`src/rtl/div_radix2_pkg.sv`:
```
// Shared types and constants for the radix-2 restoring divider.
package div_radix2_pkg;

    // Divider control states.
    typedef enum logic [1:0] {
        DIV_IDLE = 2'b00,
        DIV_BUSY = 2'b01,
        DIV_DONE = 2'b10
    } div_state_e;

    // Operand width the datapath is built for.
    localparam int DIV_WIDTH = 32;

    // Counter value of the final restoring step.
    localparam logic [4:0] DIV_LAST_STEP = 5'd31;

endpackage : div_radix2_pkg

```
`src/rtl/div_radix2.sv`:
```
// Iterative radix-2 restoring divider for DIV/DIVU in EX.
// One quotient bit per cycle on a 64-bit partial remainder. Signed operands
// are divided as magnitudes and sign-corrected on the final step. The stall
// holds IF/ID/EX while iterating. The result is presented together with a
// one-cycle ready pulse for the HILO write.
module div_radix2
    import div_radix2_pkg::*;
#(
    parameter int WIDTH = DIV_WIDTH
) (
    input  logic             clk,
    input  logic             rst,
    input  logic             start,
    input  logic             signed_div,
    input  logic [WIDTH-1:0] a,
    input  logic [WIDTH-1:0] b,
    input  logic             cancel,
    output logic             stall_div,
    output logic             ready,
    output logic [WIDTH-1:0] lo_o,
    output logic [WIDTH-1:0] hi_o
);

    div_state_e         state_r;
    div_state_e         state_next_s;

    logic [2*WIDTH-1:0] rem_r;
    logic [WIDTH-1:0]   div_r;
    logic [4:0]         cnt_r;
    logic               q_sign_r;
    logic               r_sign_r;

    logic [WIDTH:0]     top_s;
    logic [WIDTH:0]     diff_s;
    logic [2*WIDTH-1:0] rem_next_s;
    logic [WIDTH-1:0]   q_fix_s;
    logic [WIDTH-1:0]   r_fix_s;
    logic               b_zero_s;

    // Two's-complement negation (wraps for the most negative value).
    function automatic logic [WIDTH-1:0] neg_f(input logic [WIDTH-1:0] v);
        return (~v) + {{(WIDTH-1){1'b0}}, 1'b1};
    endfunction

    // Magnitude of an operand; only negative signed operands are flipped.
    function automatic logic [WIDTH-1:0] abs_f(input logic [WIDTH-1:0] v,
                                               input logic             is_signed);
        if (is_signed && v[WIDTH-1]) begin
            return neg_f(v);
        end else begin
            return v;
        end
    endfunction

    assign b_zero_s  = (b == {WIDTH{1'b0}});
    assign ready     = (state_r == DIV_DONE) & ~cancel;
    assign stall_div = ((state_r == DIV_IDLE) & start & ~cancel) | (state_r == DIV_BUSY);

    // One restoring step: the upper half shifted left keeps its carry-out in
    // bit WIDTH, so a 33-bit subtract decides the quotient bit without loss.
    always_comb begin
        top_s  = rem_r[2*WIDTH-1:WIDTH-1];
        diff_s = top_s - {1'b0, div_r};
        if (!diff_s[WIDTH]) begin
            rem_next_s = {diff_s[WIDTH-1:0], rem_r[WIDTH-2:0], 1'b1};
        end else begin
            rem_next_s = {rem_r[2*WIDTH-2:0], 1'b0};
        end
        if (q_sign_r) begin
            q_fix_s = neg_f(rem_next_s[WIDTH-1:0]);
        end else begin
            q_fix_s = rem_next_s[WIDTH-1:0];
        end
        if (r_sign_r) begin
            r_fix_s = neg_f(rem_next_s[2*WIDTH-1:WIDTH]);
        end else begin
            r_fix_s = rem_next_s[2*WIDTH-1:WIDTH];
        end
    end

    // Next-state logic; cancel always returns to idle.
    always_comb begin
        state_next_s = state_r;
        case (state_r)
            DIV_IDLE: begin
                if (cancel) begin
                    state_next_s = DIV_IDLE;
                end else if (start) begin
                    if (b_zero_s) begin
                        state_next_s = DIV_DONE;
                    end else begin
                        state_next_s = DIV_BUSY;
                    end
                end else begin
                    state_next_s = DIV_IDLE;
                end
            end
            DIV_BUSY: begin
                if (cancel) begin
                    state_next_s = DIV_IDLE;
                end else if (cnt_r == DIV_LAST_STEP) begin
                    state_next_s = DIV_DONE;
                end else begin
                    state_next_s = DIV_BUSY;
                end
            end
            DIV_DONE: begin
                state_next_s = DIV_IDLE;
            end
            default: begin
                state_next_s = DIV_IDLE;
            end
        endcase
    end

    // State register.
    always_ff @(posedge clk) begin
        if (rst) begin
            state_r <= DIV_IDLE;
        end else begin
            state_r <= state_next_s;
        end
    end

    // Operand capture, iteration and result registers; cancel freezes them.
    always_ff @(posedge clk) begin
        if (rst) begin
            rem_r    <= {(2*WIDTH){1'b0}};
            div_r    <= {WIDTH{1'b0}};
            cnt_r    <= 5'd0;
            q_sign_r <= 1'b0;
            r_sign_r <= 1'b0;
            lo_o     <= {WIDTH{1'b0}};
            hi_o     <= {WIDTH{1'b0}};
        end else if (!cancel) begin
            case (state_r)
                DIV_IDLE: begin
                    if (start) begin
                        rem_r    <= {{WIDTH{1'b0}}, abs_f(a, signed_div)};
                        div_r    <= abs_f(b, signed_div);
                        cnt_r    <= 5'd0;
                        q_sign_r <= signed_div & (a[WIDTH-1] ^ b[WIDTH-1]);
                        r_sign_r <= signed_div & a[WIDTH-1];
                        if (b_zero_s) begin
                            lo_o <= {WIDTH{1'b1}};
                            hi_o <= a;
                        end
                    end
                end
                DIV_BUSY: begin
                    rem_r <= rem_next_s;
                    cnt_r <= cnt_r + 5'd1;
                    if (cnt_r == DIV_LAST_STEP) begin
                        lo_o <= q_fix_s;
                        hi_o <= r_fix_s;
                    end
                end
                default: begin
                end
            endcase
        end
    end

endmodule : div_radix2
```
`config.mk`:
```
export PLATFORM = sky130hd
export DESIGN_NAME = div_radix2
export DESIGN_NICKNAME = d
export VERILOG_FILES = /design/src/rtl/div_radix2_pkg.sv /design/src/rtl/div_radix2.sv
export SDC_FILE = /design/constraint.sdc
export NUM_CORES = 1
export LEC_CHECK = 0
export CORE_UTILIZATION = 50
export CTS_BUF_LIST = sky130_fd_sc_hd__clkbuf_16
export CTS_CLUSTER_DIAMETER = 200
export DETAILED_ROUTE_END_ITERATION = 8
export PLACE_DENSITY = 0.8
export RECOVER_POWER = 25
export SLEW_MARGIN = 40
export SYNTH_ARGS = -nofsm -noshare
export SYNTH_HDL_FRONTEND = slang
export SYNTH_SLANG_ARGS = --single-unit
```
`constraint.sdc`:
```
create_clock -name clk -period 7.5 [get_ports clk]
set_input_delay 1.5 -clock clk [delete_from_list [all_inputs] [get_ports clk]]
set_output_delay 1.5 -clock clk [all_outputs]
set_load 0.02 [all_outputs]
```
# After elaboration in Yosys (flattened, before gate mapping)
# Index checks and enable logic that the tools add are counted.
# Widths: inputs -> output; s select.
[op_classes]
n_addsub = 6
n_mux = 23
n_bitwise = 12
shifts = 0
div_mod_pow = 0
magnitude_cmp = 0
multipliers = 0
reduce_logical = 8
eq_ne = 6
[ops]
columns = ["cell", "n"]
rows = [
  ["$mux 32", 10],
  ["$add 32x1->32 const B", 4],
  ["$mux 64", 2],
  ["$not 32->32", 4],
  ["$pmux 32 s2", 2],
  ["$pmux 64 s2", 1],
  ["$sub 33x32->33", 1],
  ["$logic_not 32->1", 1],
  ["$mux 2", 5],
  ["$pmux 5 s2", 1],
  ["$reduce_and 3->1", 2],
  ["$add 5x1->5 const B", 1],
  ["$and 1x1->1", 5],
  ["$eq 5x5->1 const B", 1],
  ["$mux 5", 1],
  ["$reduce_and 5->1", 1],
  ["$ne 2x2->1 const B", 2],
  ["$pmux 2 s2", 1],
  ["$eq 2x1->1 const B", 1],
  ["$eq 2x2->1 const B", 1],
  ["$logic_and 1x1->1", 2],
  ["$logic_not 2->1", 1],
  ["$ne 2x1->1 const B", 1],
  ["$reduce_bool 2->1", 1],
  ["3 further kinds", 3],
]
[word_totals]
mem_bits_ro = 0
register_bits = 169
latch_bits = 0
wordCells = 63
mem_bits_rw = 0
mem_count = 0
inputBits = 69

# Logic depth before layout (Yosys ltp)
# Gate-level depths: netlist of the first run.
[logic_depth]
ltp_word = 7
mapped_depth = 24

# Least setup slack after synthesis of the first run
# OpenSTA, ideal clock, no wires.
[synth_timing]
path_kind = "reg-to-reg"
start = "register rem_r[31]"
end = "register hi_o[22]"
required_time_ns = 7.397
slack_ns = 2.738
path_stages_with_launch = 24
setup_time_ns = 0.103
path_buffers = 2
arrival_ns = 4.659
cell_sequence = "dfxtp_1 -> inv_1 -> ha_1 -> fa_1 -> nor2b_1 -> o211a_4 -> o21ai_4 -> a311oi_2 -> o21ai_2 -> and2_1 -> inv_2 -> buf_2 -> buf_1 -> nor2_1 -> a21oi_1 -> ha_1 -> and3_1 -> nand2_1 -> a21oi_1 -> a31oi_2 -> a21o_1 -> o41ai_2 -> xnor2_1 -> a2111oi_2"
[synth_between]
elab_chain_cells = 7
[synth_lines]
columns = ["item", "line", "source"]
rows = [
  ["start: declaration", "div_radix2.sv:27", "logic [2*WIDTH-1:0] rem_r;"],
  ["start signal: assignment", "div_radix2.sv:128", "rem_r <= {(2*WIDTH){1'b0}};"],
  ["start signal: assignment", "div_radix2.sv:139", "rem_r <= {{WIDTH{1'b0}}, abs_f(a, signed_div)};"],
  ["start signal: assignment", "div_radix2.sv:151", "rem_r <= rem_next_s;"],
  ["$sub 33x32->33", "div_radix2.sv:63", "diff_s = top_s - {1'b0, div_r};"],
  ["$mux 64 (*)", "div_radix2.sv:64", "if (!diff_s[WIDTH]) begin"],
  ["$not 32->32", "div_radix2.sv:42", "return (~v) + {{(WIDTH-1){1'b0}}, 1'b1};"],
  ["$add 32x1->32", "div_radix2.sv:42", ""],
  ["$mux 32 (*)", "div_radix2.sv:74", "if (r_sign_r) begin"],
  ["$mux 32 (*)", "div_radix2.sv:153", "if (cnt_r == DIV_LAST_STEP) begin"],
  ["$pmux 32 s2 (*)", "div_radix2.sv:136", "case (state_r)"],
  ["end signal: assignment", "div_radix2.sv:134", "hi_o <= {WIDTH{1'b0}};"],
  ["end signal: assignment", "div_radix2.sv:155", "hi_o <= r_fix_s;"],
  ["end: declaration", "div_radix2.sv:21", "output logic [WIDTH-1:0] hi_o"],
]
# Mark *: on every way between the ends. The rest lies on a longest branch, timed or not. The select of a mux whose other input is x is not followed.
# A chain may end at the register's enable or synchronous reset.

# Worst setup path in the final report of the first run
# Ends and elaborated chain as after synthesis.

==> out/qor.yml, run 1 <==
cp-startpoint: "rem_r[31]"
max_clock_freq_ghz: 0.181
hold_buffers: 0
finalPower_mw: 2.54
timing.setup.tns_ns: 0
core-area_um2: 23500
top_layer: "met4"
die_x_um: 157
worst_ir_drop_vdd_uv: 132
synth_fp_nets: 1725
drc: 0
slew_headroom_pct: 42.1
via_per_inst: 6.27
wl_met3_mm: 3.68
p_per_area_nw_per_um2: 178
cts_tree: "done"
p_comb_share_pct: 21.4
crit_fanout: 36
ys_ff_latch: 169
finalHoldViolCount: 0
grt_pass1_wl_mm: 60.3
dp_slack_ns: 2.05
hold_path.class: "reg2reg"
ys_types: 88
multi_input_comb_area_um2: 8080
io_pins: 135
synth_edf_count: 0
drive_above_1_share_pct: 5.74
cp_cell_sequence: "inv_1, ha_1, fa_1, nor2b_1, o211a_4, o21ai_4, a311oi_2, o21ai_2, and2_2, inv_2, nor2_1, a21oi_1, ha_1, and3_1, nand2_1, a21oi_1, a31oi_2, a21o_1, o41ai_2, xnor2_1, a2111oi_2"
timing.rr.end: "hi_o[22]"
ctsResizeCount: 0
wl_per_cell_um: 19.5
die_height_um: 157
start_kind: "flip-flop"
wl_met2_mm: 17.1
yosys_warnings: 0
met1_length_mm: 17.3
yosys-top-cells-count: "nor2_1 (244), dfxtp_1 (169), nand2_1 (143)"
clock_skew_ns: 0.0128
synth_top_area_share_pct: 28.0
root_buffer: "clkbuf_16"
drtAntennaViolNets: 0
pwr-share-clk_pct: 41.2
start_util_pct: 51.2
die_area_um2: 24800
post-dp-hpwl_mm: 29.6
gp_congestion: 1.03
grt_pass1_vias: 11070
utilization_pct: 60.4
grt_start_max_net_pins: 80
synth_top_flop_cell: "dfxtp_1"
syn_avg_cell_area_um2: 7.46
vias: 12594
whs_endpoint: "q_sign_r"
routed_wl_mm: 39.3
track_usage_pct: 31.4
slowest_delay_ns: 0.50
reg2regPathDepth: 21
synthCells: 1617
finalCritPeriodShare_pct: 73.7
outcome: "finished clean"
regToRegSetupSlack_ns: 1.97
fin_crit_ns: 5.53
power.switching_uw: 784
clkLatencyLatePin_ns: 0.44
num_rows: 56
overflow: 0
endpoint_kind: "flip-flop"
h-tree-depth: 4
maxCapViolCount: 0
post_cts_buffers: 0
syn_area_um2: 12100
rsz0062_at_grt: "false"
nets: 1786
fillCellCount: 2187
synth_top_cell_by_area: "dfxtp_1"
ys_async_sr_fraction_pct: 0
finalWorstSetupSlack_ns: 1.97
port_buffers: 134
hp-start: "q_sign_r"
netSwitchingFraction_pct: 30.9
clkTransAtPathRegs_ns: 0.07
first_iter_violations: 1205
cts.path.max_buffers: 2
cp.required_ns: 7.83
maxSlewViolCount: 0
finalSetupViolations: 0
p_leak_nw: 5.50
n_antenna_cell: 0
first_pass_iters: 7
cpMaxStageDelayCell: "inv_2"
cp.arrival_ns: 5.85
antenna_found_initial: 0
whs_path_depth: 2
numCtsBuffers: 17
synthTopCellsByArea: "dfxtp_1 (28%), nor2_1 (7.6%), a211oi_1 (5.7%)"
cts.sinks: 169
p_seq_share_pct: 37.3
internal_power_mw: 1.76
tightest_slew_ns: 0.866
yosysSeqAreaShare_pct: 28.0
synthToLayoutAreaGrowth_pct: 18.0
final-seq-area_um2: 3380
rr_startpoint: "rem_r[31]"
path_class: "reg2reg"
yosysMostFrequentCell: "nor2_1"
critical path: cells and delay by family (launching register included):
family	cells	cell delay, ns
DFF	1	0.39
buffers and inverters	2	0.60
adders and majority gates	3	0.91
xor gates and xnor gates	1	0.14
AOI/OAI and AO/OA	10	2.50
and+or+nand+nor	5	0.87
stage by stage:
step	instance area, um^2	hold slack (ns)	instances
3_3_place_gp	13500	0.445	1977
3_5_place_dp	13500	0.451	1977
5_1_grt	14200	0.479	2009
6_report	14200	0.459	2009
4_1_cts	14200	0.461	2008
2_1_floorplan	12100	0.432	1617
area by class of cell:
class,instances,share of cell area (%)
Inverter,58,1.53
Tap cell,319,2.80
Sequential cell,169,23.8
Clock inverter,14,1.82
Timing Repair Buffer,150,10.3
Clock buffer,17,2.99
Multi-Input combinational cell,1282,56.8
how the worst max path moves through the flow:
stage | slack, ns | to | cells past startpoint
after floorplan | 2.74 | hi_o[22] | 23
after global placement | 2.21 | hi_o[9] | 10
after detailed placement | 2.05 | lo_o[1] | 10
after CTS | 2.06 | hi_o[22] | 21
after global routing | 1.64 | hi_o[22] | 20
final | 1.97 | hi_o[22] | 21
registers in the layout, indices dropped and copies added (netlist names):
signal	cells
q_sign_r	1
cnt_r	5
rem_r	64
lo_o	32
hi_o	32
div_r	32
state_r	2
r_sign_r	1
power groups by stage:
stage	Combinational, mW	Sequential, mW	Clock, mW
finish	0.544	0.949	1.05
floorplan	0.365	0.961	0
CTS	0.533	0.948	1.05
detailed placement	0.528	0.969	0
global route	0.589	0.952	1.09
global placement	0.524	0.967	0
per-layer routing:
layer  GRT usage, %  vias up
li1               -     6007
met1           43.0     5905
met2           48.6      618
met3           6.03       64
met4           11.8        0
met5              0        -
cells by family (layout without fill, tap and decap cells):
group,count (synthesis),count (layout),share of synthesized area [%]
simple gates,605,605,23.5
compound gates,486,486,27.5
xor+xnor,121,121,8.78
buf+inv,166,239,5.34
fa+ha+maj,39,39,4.11
flops,169,169,28.0
mux,31,31,2.70
placed cells by master (no fill, tap or decap), types with 18 or more instances in the layout:
master / Yosys / layout
nand2_1: 143 / 143
a31oi_1: 18 / 18
or3_1: 28 / 28
clkdlybuf4s50_1: 0 / 75
o21ai_0: 70 / 70
dfxtp_1: 169 / 169
nor4_1: 19 / 19
inv_1: 56 / 56
nor2_1: 244 / 244
a21oi_1: 125 / 124
mux2i_1: 19 / 19
xor2_1: 63 / 63
a211oi_1: 91 / 91
xnor2_1: 58 / 58
nor3_1: 39 / 39
nand3_1: 33 / 33
ha_1: 38 / 38
a22oi_1: 22 / 22
dlygate4sd3_1: 0 / 58
Note: power is estimated with default switching activity, not from simulation.
==> run 2: changes to the inputs <==
clock period = 5.7 ns   (was 7.5 ns; I/O delays follow)
==> run 2 against run 1 <==
  * The run now ends with max-capacitance violations, max-slew violations left
  * Cell area rose by 0.21%
  * Via count hardly changed
  * Flip-flop and latch count unchanged
  * Count of clock-buffer cells in the layout unchanged
  * Wire length increased by 1.4%
  * Worst hold slack better by 0.0033 ns
  * Setup slack worse by 1.2 ns
  * Global-route usage up 0.67 points
  * Utilization is 0.13 points higher
==> out/qor.yml, run 2 (synthesis gave the netlist of run 1 again) <==
start_util_pct: 51.2  # unchanged
timing.rr.end: "hi_o[22]"  # unchanged
pwr-share-clk_pct: 38.3  # was 41.2%
core-area_um2: 23500  # unchanged
holdWs_ns: 0.463  # was 0.459 ns
cp.arrival_ns: 5.23  # was 5.85 ns
routed_wl_mm: 39.8  # was 39.3 mm
hold_path.class: "reg2reg"  # unchanged
internal_power_mw: 2.15  # was 1.76 mW
post-dp-hpwl_mm: 29.9  # was 29.6 mm
io_pins: 135  # unchanged
cts.sinks: 169  # unchanged
rsz0062_at_grt: "false"  # unchanged
regMostFlops: "rem_r"  # unchanged
p_seq_share_pct: 39.0  # was 37.3%
grt_start_max_net_pins: 105  # was 80
first_iter_violations: 1318  # was 1205
drc: 0  # unchanged
ctsResizeCount: 0  # unchanged
num_rows: 56  # unchanged
wl_per_cell_um: 19.8  # was 19.5 um
netSwitchingFraction_pct: 33.0  # was 30.9%
fin_crit_ns: 4.90  # was 5.53 ns
die_area_um2: 24800  # unchanged
p_leak_nw: 5.51  # was 5.50 nW
crit_fanout: 11  # was 36
post_cts_buffers: 0  # unchanged
die_height_um: 157  # unchanged
gp_congestion: 0.977  # was 1.03
antenna_found_initial: 1  # was 0
path_class: "reg2reg"  # unchanged
clock_skew_ns: 0.0149  # was 0.0128 ns
utilization_pct: 60.6  # was 60.4%
die_x_um: 157  # unchanged
grt_pass1_vias: 11325  # was 11070
timing.setup.tns_ns: 0  # unchanged
maxCapViolCount: 1  # was 0
hold_buffers: 0  # unchanged
slew_headroom_pct: -82.9  # was 42.1%
numCtsBuffers: 17  # unchanged
first_pass_iters: 7  # unchanged
maxSlewViolCount: 59  # was 0
tightest_slew_ns: 2.74  # was 0.866 ns
cts.path.max_buffers: 2  # unchanged
track_usage_pct: 32.1  # was 31.4%
final-seq-area_um2: 3380  # about the same
endpoint_kind: "flip-flop"  # unchanged
h-tree-depth: 4  # unchanged
mostFrequentLayoutCells: "nor2_1 (244), dfxtp_1 (168), nand2_1 (143)"  # was nor2_1 (244), dfxtp_1 (169), nand2_1 (143)
drive_above_1_share_pct: 5.96  # was 5.74%
via_per_inst: 6.25  # was 6.27
worst_ir_drop_vdd_uv: 184  # was 132 uV
grt_pass1_wl_mm: 61.8  # was 60.3 mm
cp-startpoint: "rem_r[31]"  # unchanged
start_kind: "flip-flop"  # unchanged
power.switching_mw: 1.06  # was 784 uW
p_comb_share_pct: 22.7  # was 21.4%
reg2regPathDepth: 21  # unchanged
vias: 12588  # was 12594
synthToLayoutAreaGrowth_pct: 18.2  # was 18.0%
final_common_cell: "nor2_1"  # unchanged
finalHoldViolCount: 0  # unchanged
port_buffers: 134  # unchanged
rr_startpoint: "rem_r[31]"  # unchanged
cp-endpoint: "hi_o[22]"  # unchanged
p_per_area_nw_per_um2: 225  # was 178 nW/um^2
max_clock_freq_ghz: 0.204  # was 0.181 GHz
largest_reg_flops: 64  # unchanged
finalCritPeriodShare_pct: 85.9  # was 73.7%
clkTransAtPathRegs_ns: 0.08  # was 0.07 ns
outcome: "finished, violations left"  # was finished clean
overflow: 0  # unchanged
nets: 1790  # was 1786
violations: "max-capacitance violations, max-slew violations"
multi_input_comb_area_um2: 8090  # was 8080 um^2
dp_cells: 1980  # was 1977
finalSetupViolations: 0  # unchanged
fillCellCount: 2152  # was 2187
root_buffer: "clkbuf_16"  # unchanged
clkLatencyLatePin_ns: 0.44  # about the same
regToRegSetupSlack_ns: 0.80  # was 1.97 ns
n_antenna_cell: 0  # unchanged
cp.required_ns: 6.03  # was 7.83 ns
cts_tree: "done"  # unchanged
final_cells: 2014  # was 2009
drtAntennaViolNets: 0  # unchanged
-- run 2: metal layers --
layer | global-route usage (%) | routed length (um)
met1 | 43.5 | 17200
met2 | 49.7 | 17300
met3 | 5.92 | 3860
met4 | 13.2 | 1490
met5 | 0 | 13
-- run 2: worst max-delay path, stage by stage, from the launching register on --
cell	delay, ns
dfxtp_1	0.38
inv_1	0.08
ha_1	0.23
fa_1	0.40
nor2b_1	0.30
o211a_4	0.25
o21ai_4	0.09
a311oi_2	0.33
o21ai_2	0.18
and2_2	0.24
inv_2	0.15
nor2_1	0.06
a21oi_1	0.23
ha_1	0.25
and3_1	0.19
nand2_1	0.06
a21oi_1	0.15
a31oi_2	0.10
a21o_1	0.28
o41ai_2	0.38
xnor2_1	0.14
a2111oi_2	0.35
-- run 2: power groups by stage --
stage / clock network, mW / registers, mW / logic, mW
after global routing: 1.28 / 1.25 / 0.787
after detailed placement: 0 / 1.28 / 0.703
after global placement: 0 / 1.27 / 0.692
after floorplan: 0 / 1.26 / 0.480
after CTS: 1.23 / 1.25 / 0.707
final: 1.23 / 1.25 / 0.726
-- run 2: how the worst min path moves through the flow --
| stage | end | startpoint | cells after the start | slack, ns |
|---|---|---|---|---|
| global placement | cnt_r[4] | cnt_r[4] | 2 | 0.44 |
| detailed placement | cnt_r[4] | cnt_r[4] | 2 | 0.45 |
| floorplan | div_r[31] | div_r[31] | 2 | 0.43 |
| CTS | cnt_r[4] | cnt_r[4] | 2 | 0.46 |
| global route | cnt_r[4] | cnt_r[4] | 2 | 0.48 |
| finish | cnt_r[4] | cnt_r[4] | 2 | 0.46 |
-- run 2: metrics by stage --
stage | setup slack [ns] | area (um^2) | total power, mW
floorplan | 0.938 | 12100 | 1.74
global placement | 0.738 | 13500 | 1.97
detailed placement | 0.782 | 13600 | 1.98
CTS | 0.834 | 14200 | 3.19
global route | 0.481 | 14300 | 3.32
finish | 0.802 | 14300 | 3.20
-- run 2: cell type report --
cell class | instances | share of cell area [%]
multi-input combinational | 1282 | 56.7
sequential | 169 | 23.7
timing repair buffer | 154 | 11.0
clock buffer | 17 | 2.98
tap | 319 | 2.80
inverter | 58 | 1.53
clock inverter | 15 | 1.27
